**config.mk**
```make
export PLATFORM = sky130hd
export DESIGN_NAME = ahb_lite_arbiter
export DESIGN_NICKNAME = d
export VERILOG_FILES = /design/src/rtl/ahb_lite_arbiter.sv
export SDC_FILE = /design/constraint.sdc
export NUM_CORES = 1
export LEC_CHECK = 0
export ABC_AREA = 1
export CELL_PAD_IN_SITES_DETAIL_PLACEMENT = 1
export CELL_PAD_IN_SITES_GLOBAL_PLACEMENT = 2
export CORE_MARGIN = 2
export CORE_UTILIZATION = 10
export DETAILED_ROUTE_END_ITERATION = 10
export PLACE_DENSITY = 0.94
export SLEW_MARGIN = 40
export SYNTH_ARGS = -nofsm -noshare
export SYNTH_HDL_FRONTEND = slang
export SYNTH_SLANG_ARGS = --single-unit
```
**constraint.sdc**
```tcl
create_clock -name hclock -period 1.6 [get_ports hclock]
set_input_delay 0.4 -clock hclock [delete_from_list [all_inputs] [get_ports hclock]]
set_output_delay 0.4 -clock hclock [all_outputs]
set_load 0.005 [all_outputs]
```
**src/rtl/ahb_lite_arbiter.sv**
```systemverilog
// ahb_lite_arbiter: round-robin AHB-Lite bus arbiter.
// Hands over only at transfer boundaries; separate address/data muxes.
module ahb_lite_arbiter #(
   parameter int NUM_M      = 4,
   parameter int ADDR_WIDTH = 32,
   parameter int DATA_WIDTH = 32,
   parameter int MW         = $clog2(NUM_M)
) (
   input  logic                        hclock,
   input  logic                        hreset,
   input  logic [NUM_M-1:0]            m_hbusreq,
   input  logic [NUM_M-1:0]            m_hlock,
   input  logic [NUM_M*ADDR_WIDTH-1:0] m_haddr,
   input  logic [NUM_M*2-1:0]          m_htrans,
   input  logic [NUM_M-1:0]            m_hwrite,
   input  logic [NUM_M*3-1:0]          m_hsize,
   input  logic [NUM_M*3-1:0]          m_hburst,
   input  logic [NUM_M*4-1:0]          m_hprot,
   input  logic [NUM_M*DATA_WIDTH-1:0] m_hwdata,
   input  logic                        hready,
   output logic [NUM_M-1:0]            hgrant,
   output logic [MW-1:0]               hmaster,
   output logic [MW-1:0]               hmaster_data,
   output logic [ADDR_WIDTH-1:0]       haddr,
   output logic [1:0]                  htrans,
   output logic                        hwrite,
   output logic [2:0]                  hsize,
   output logic [2:0]                  hburst,
   output logic [3:0]                  hprot,
   output logic                        hmastlock,
   output logic [DATA_WIDTH-1:0]       hwdata
);

   localparam logic [1:0]       TR_BUSY = 2'b01;
   localparam logic [1:0]       TR_SEQ  = 2'b11;
   localparam logic [NUM_M-1:0] GNT0    = NUM_M'(1);

   logic [ADDR_WIDTH-1:0] a_s [NUM_M];
   logic [1:0]            t_s [NUM_M];
   logic [2:0]            s_s [NUM_M];
   logic [2:0]            b_s [NUM_M];
   logic [3:0]            p_s [NUM_M];
   logic [DATA_WIDTH-1:0] d_s [NUM_M];

   logic [MW-1:0] rr_ptr;
   logic [MW-1:0] winner;
   logic [MW-1:0] nxt_ptr;
   logic          found;
   logic          hmastlock_next;
   logic          rearb_ok;

   for (genvar i = 0; i < NUM_M; i++) begin : g_slice
      assign a_s[i] = m_haddr[i*ADDR_WIDTH +: ADDR_WIDTH];
      assign t_s[i] = m_htrans[i*2 +: 2];
      assign s_s[i] = m_hsize[i*3 +: 3];
      assign b_s[i] = m_hburst[i*3 +: 3];
      assign p_s[i] = m_hprot[i*4 +: 4];
      assign d_s[i] = m_hwdata[i*DATA_WIDTH +: DATA_WIDTH];
   end

   // address phase follows hmaster, data phase follows hmaster_data
   always_comb begin
      haddr  = a_s[hmaster];
      htrans = t_s[hmaster];
      hwrite = m_hwrite[hmaster];
      hsize  = s_s[hmaster];
      hburst = b_s[hmaster];
      hprot  = p_s[hmaster];
      hwdata = d_s[hmaster_data];
   end

   // handover allowed only outside bursts, stalls and locked sequences
   always_comb begin
      hmastlock_next = m_hlock[hmaster] & m_hbusreq[hmaster];
      rearb_ok = hready & (htrans != TR_SEQ) & (htrans != TR_BUSY)
                 & ~hmastlock_next;
   end

   // first requester at or after rr_ptr, wrapping modulo NUM_M
   always_comb begin
      logic [MW-1:0] sel;
      found  = 1'b0;
      winner = hmaster;
      sel    = '0;
      for (int k = 0; k < NUM_M; k++) begin
         sel = MW'((int'(rr_ptr) + k) % NUM_M);
         if (!found && m_hbusreq[sel]) begin
            found  = 1'b1;
            winner = sel;
         end
      end
      nxt_ptr = (winner == MW'(NUM_M-1)) ? '0 : winner + 1'b1;
   end

   // ownership and pointer advance on a boundary with a requester
   always_ff @(posedge hclock or posedge hreset) begin
      if (hreset) begin
         hgrant  <= GNT0;
         hmaster <= '0;
         rr_ptr  <= '0;
      end else if (rearb_ok && found) begin
         hgrant  <= GNT0 << winner;
         hmaster <= winner;
         rr_ptr  <= nxt_ptr;
      end
   end

   // data-phase owner and lock advance with the bus pipeline
   always_ff @(posedge hclock or posedge hreset) begin
      if (hreset) begin
         hmaster_data <= '0;
         hmastlock    <= 1'b0;
      end else if (hready) begin
         hmaster_data <= hmaster;
         hmastlock    <= hmastlock_next;
      end
   end

endmodule
```
==> impl_metrics.ini, run 1 <==
[yosys]
synth_ff_type = dfrtp_1
synthMuxAreaShare_pct = 0
netlist_instances = 562
synthAdderAreaFrac_pct = 1.70
seq_area_frac_synth_pct = 9.37
syn_area_um2 = 2950
syn_nets = 885
synthDominantCellAreaShare_pct = 26.3
synth_seq_cells = 11
synth.largest_area_cell = o21ai_0
ys_top_cells_by_count = o21ai_0, nor2_1, o22ai_1
synth_xor_area_share_pct = 0
synth-edff-count = 0
synth_compound_area_share_pct = 43.2
synth_simple_gate_area_share_pct = 35.8
synthArstFlopShare_pct = 100
yosysWarnings = 0
postSynthAreaPerCell_um2 = 5.25
synth_top_family_by_area = compound AO/OA/AOI/OAI gates
synth_cell_types = 25
ys_top_cells_by_area = o21ai_0, nor2_1, o22ai_1
yosysMostFrequentCell = o21ai_0

[pwr]
p_leak_nw = 4.29
power.density_nw_per_um2 = 1740
intPower_mw = 9.86
p_total_mw = 18.5
p_comb_share_pct = 94.0
clkPwrFrac_pct = 2.6
ir_drop_mv = 0.728
p_seq_share_pct = 3.4
p_sw_mw = 8.66
switching_share_pct = 46.8

[grt]
grt_start_max_net_pins = 16
grt_usage_pct = 17.8
antenna_found_initial = 3
grt_pass1_wl_um = 42100
grt_pass1_vias = 7242
grt_overflow = 0

[floorplan]
rows = 62
core-area_um2 = 28900
fp.dieH_um = 176
ios = 405
die_w_um = 176
die_area_um2 = 30900
initial_core_util_pct = 10.2

[finish]
final_area_um2 = 10700
final_cells = 1489
drive_gt1_share_pct = 49.8
area_growth_pct = 262
layout.nets = 1426

[worst_hold_path]
worstHoldPathType = in2async

[detailed_routing]
drc = 0
ant_nets = 0
routed-wl-met2_um = 16400
drt-vias-per-instance = 4.41
vias = 6568
detail_route.wl_per_cell_um = 20.7
routed.top_layer = met4
met3_length_um = 2070
drt_iter0_drc = 127
finalWirelength_um = 30800
drtPass1Iterations = 4
m1WireLength_um = 11300

[setup_path]
worst_setup_path_start_kind = register
r2r-start = rr_ptr[1]
critPathLaunch = hmaster[0]
crit_fanout = 8
crit_arrival_ns = 1.65
rrSetupSlack_ns = -0.43
critPathKind = reg2out
rr_worst_depth = 13
cp.required_ns = 1.20
r2r_end = rr_ptr[1]
end_kind = primary output

[run_status]
violations = negative setup slack
status = finished with violations

[clock_network]
cts_max_path_buffers = 2
root_buffer = clkbuf_16
clock_latency_ns = 0.24
clk_pin_slew_ns = 0.05
cts_sinks = 11
cts_htree_levels = 1
numCtsBuffers = 3
cts_tree = done

[timing]
min_period_ns = 2.05
maxSlewHeadroom_pct = 68.3
rsz0062_at_grt = yes
fin_skew_ns = 0.00519
tightest_slew_ns = 0.475
hold_viol = 0
layout_setup_ws_ns = -0.447
fmax_ghz = 0.489
hold_slack_ns = 0.473
drv_slew = 0
setup_viol = 86
period_share_pct = 128

[flow_run]
maxCapViolCount = 0

[placement]
placedInstanceArea_um2 = 8090
dp_hpwl_um = 19800
dp.cells = 1380
gp_congestion = 0.881
port-buffer-count = 404
==> final cells by class <==
| type | instances | area [um^2] |
|---|---|---|
| multi-input combinational | 482 | 3640 |
| timing repair buffer | 584 | 6030 |
| tap | 384 | 480 |
| fill | 3363 | 18200 |
| timing repair inverter | 1 | 11.3 |
| inverter | 20 | 130 |
| clock inverter | 1 | 5.00 |
| sequential | 11 | 287 |
| clock buffer | 3 | 75.1 |
| antenna | 3 | 7.51 |
==> critical path: stages, from the launching register on <==
cell	delay, ns
dfrtp_4	0.56
inv_8	0.10
buf_12	0.13
buf_4	0.12
buf_8	0.09
nor2_1	0.05
o22ai_1	0.20
buf_2	0.15
==> cells in the final DEF (no fill, tap or decap), types with 10 or more instances in the layout <==
| cell type | count |
|---|---|
| o21ai_2 | 64 |
| buf_8 | 12 |
| nand2_4 | 23 |
| o21ai_4 | 20 |
| nand3_2 | 10 |
| nand2_2 | 27 |
| o21ai_1 | 52 |
| buf_4 | 59 |
| nor2_4 | 26 |
| nor2_1 | 73 |
| buf_6 | 69 |
| buf_2 | 74 |
| o21ai_0 | 22 |
| o22ai_1 | 52 |
| nand2_1 | 18 |
| o22ai_2 | 23 |
| buf_16 | 15 |
| buf_12 | 27 |
| clkdlybuf4s50_1 | 317 |
| nor2_2 | 55 |
==> power groups by stage <==
stage	sequential, mW	clock, mW	combinational (mW)
floorplan	0.516	0	4.52
global placement	0.572	0	10.7
detailed placement	0.575	0	10.8
CTS	0.634	0.478	15.3
global route	0.656	0.495	18.5
finish	0.634	0.474	17.4
==> repair_timing <==
action,CTS,global route
gates resized for setup,690,239
hold buffers,0,0
gates cloned,23,1
buffers inserted,80,29
endpoints found under the setup margin,92,89
pin swaps,90,89
==> routing by layer <==
metal / GRT usage [%] / vias to the layer above
li1: - / 3071
met1: 19.0 / 3109
met2: 35.0 / 334
met3: 3.44 / 54
met4: 5.06 / 0
met5: 0 / -
==> flip-flops by register name, indices dropped and copies added, names as in the netlist <==
register      cells
hmastlock         1
hmaster           2
hmaster_data      2
hgrant            4
rr_ptr            2
==> worst max path at each step <==
stage / to
2_1_floorplan: rr_ptr[1]
3_3_place_gp: hburst[1]
3_5_place_dp: rr_ptr[1]
4_1_cts: hsize[0]
5_1_grt: hprot[0]
6_report: hprot[0]
==> through the flow <==
stage,utilization (%),TNS (ns),worst slack [ns]
finish,37.0,-28.62,-0.447
global route,37.0,-33.72,-0.510
CTS,34.4,-31.18,-0.480
detailed placement,28.0,-46.05,-0.714
global placement,28.0,-44.30,-0.703
floorplan,-,-0.235,-0.106
==> cells by family after synthesis <==
kind of cell / after synthesis
AOI/OAI and AO/OA: 235
DFF: 11
adders and majority gates: 4
and+or+nand+nor: 242
buffers and inverters: 70
Note: power is estimated with default switching activity, not from simulation.
==> inputs of run 2 (changes only) <==
--- a/config.mk
+++ b/config.mk
@@ -8,7 +8,6 @@
 export ABC_AREA = 1
 export CELL_PAD_IN_SITES_DETAIL_PLACEMENT = 1
 export CELL_PAD_IN_SITES_GLOBAL_PLACEMENT = 2
-export CORE_MARGIN = 2
 export CORE_UTILIZATION = 10
 export DETAILED_ROUTE_END_ITERATION = 10
 export PLACE_DENSITY = 0.94
==> impl_metrics.ini, run 2 (synthesis results as in run 1) <==
[clock_network]
cts_hold_buf = 0
clk_pin_slew_ns = 0.04
clock_latency_ns = 0.24
numCtsBuffers = 3
cts_sinks = 11
cts_tree = done
cts_max_path_buffers = 2
root_buffer = clkbuf_16
cts_htree_levels = 1

[timing]
setup_viol = 86
min_period_ns = 2.03
fin_skew_ns = 0.00237
layout_setup_ws_ns = -0.426
hold_slack_ns = 0.466
rsz0062_at_grt = yes
fmax_ghz = 0.494
period_share_pct = 127
tightest_slew_ns = 0.448
drv_slew = 0
maxSlewHeadroom_pct = 70.1
hold_viol = 0

[detailed_routing]
finalWirelength_um = 27500
ant_nets = 0
drc = 0
drtPass1Iterations = 4
drt-vias-per-instance = 4.40
drt_iter0_drc = 202
detail_route.wl_per_cell_um = 19.0
vias = 6352

[floorplan]
die_area_um2 = 30200
ios = 405
fp.dieH_um = 174
die_w_um = 174
rows = 62
core-area_um2 = 28900
initial_core_util_pct = 10.2

[placement]
dp_hpwl_um = 19500
placedInstanceArea_um2 = 8110
gp_congestion = 0.851
dp_slack_ns = -0.712
port-buffer-count = 404

[setup_path]
cp.required_ns = 1.20
cp_cell_sequence = buf_12 > buf_16 > clkbuf_16 > o21ai_2 > o22ai_1 > buf_2
crit_arrival_ns = 1.63
critPathSlowestCell = dfrtp_4
path_buf_inv = 4
end_kind = primary output
critPathTopFamily = buffers and inverters
worst_setup_path_start_kind = register
crit_fanout = 8
critPathMaxStageDelay_ns = 0.54
critPathKind = reg2out

[finish]
n_fill_cell = 3454
utilization_pct = 33.3
top_register = hgrant
final_area_um2 = 9610
mostFrequentLayoutCell = clkdlybuf4s50_1
layout.nets = 1384
diodes = 0
largest_reg_flops = 4
final_cell_mix = clkdlybuf4s50_1, nor2_1, buf_2, o21ai_2
drive_gt1_share_pct = 40.5
area_growth_pct = 226

[pwr]
p_leak_nw = 3.90
power.density_nw_per_um2 = 1580
ir_drop_mv = 0.552
p_total_mw = 15.2

[flow_run]
maxCapViolCount = 0

[grt]
grt_start_max_net_pins = 30
grt_usage_pct = 16.1
grt_overflow = 0
antenna_found_initial = 0
grt_pass1_wl_um = 38000
grt_pass1_vias = 6817

[worst_hold_path]
worstHoldPathType = in2async

[run_status]
violations = negative setup slack
status = finished with violations
[run 2: cell types whose count changed in the layout (fill, tap and decap cells not counted), moves of 12 or more]
cell | before | now
nor2_4 | 26 | 14
nor2_1 | 73 | 92
nand2_1 | 18 | 40
o21ai_4 | 20 | 8
nand2_2 | 27 | 13
o21ai_0 | 22 | 35
buf_6 | 69 | 24
[run 2: worst paths after layout]
check	from	to	depth (start not counted)	slack [ns]
min reg2reg	hgrant[0]	hgrant[0]	2	0.47
max in group asynchronous	hreset	hmaster[0]	2	0.78
min	hreset	hmastlock	2	0.47
max	hmaster[0]	hprot[0]	6	-0.43
min in group hclock	hgrant[0]	hgrant[0]	2	0.47
max reg2reg	rr_ptr[0]	rr_ptr[1]	13	-0.36
[run 2: routing by layer]
metal / track usage, % / vias up / part of all wire (%)
met3: 3.07 / 48 / 6.9
met1: 17.7 / 2993 / 38
met5: 0 / - / 0
met4: 3.47 / 0 / 2.9
li1: - / 2977 / -
met2: 31.5 / 334 / 52
[run 2: area by class of cell]
cell class / count / area [um^2] / area share (%)
Inverter: 20 / 113 / 1.17
Tap cell: 384 / 480 / 5.00
Clock buffer: 4 / 78.8 / 0.820
Multi-Input combinational cell: 481 / 3130 / 32.6
Sequential cell: 11 / 285 / 2.97
Timing Repair Buffer: 544 / 5520 / 57.5
[run 2: report_power, final]
part,total [mW],internal [mW],switching [mW],leakage (nW)
registers,0.591,0.421,0.170,0.131
clock network,0.466,0.335,0.131,0.0382
logic,14.1,7.25,6.85,3.73
[run 2: through the flow]
stage / instances / TNS (ns)
6_report: 1444 / -26.97
4_1_cts: 1428 / -29.87
3_3_place_gp: 1382 / -43.35
2_1_floorplan: 562 / -0.235
3_5_place_dp: 1382 / -44.12
5_1_grt: 1444 / -32.31
[run 2: timing repair]
action | in CTS | in global routing
pin swaps | 31 | 48
gates cloned | 10 | 8
setup buffers | 32 | 17
endpoints found under the setup margin | 91 | 90
resized for setup | 529 | 192
==> inputs of run 3 (changes only) <==
--- a/config.mk
+++ b/config.mk
@@ -10,6 +10,7 @@
 export CELL_PAD_IN_SITES_GLOBAL_PLACEMENT = 2
 export CORE_UTILIZATION = 10
 export DETAILED_ROUTE_END_ITERATION = 10
+export HOLD_SLACK_MARGIN = 0.15
 export PLACE_DENSITY = 0.94
 export SLEW_MARGIN = 40
 export SYNTH_ARGS = -nofsm -noshare
==> results of run 3 <==
Final layout, timing and power as in run 2 (identical DEF).
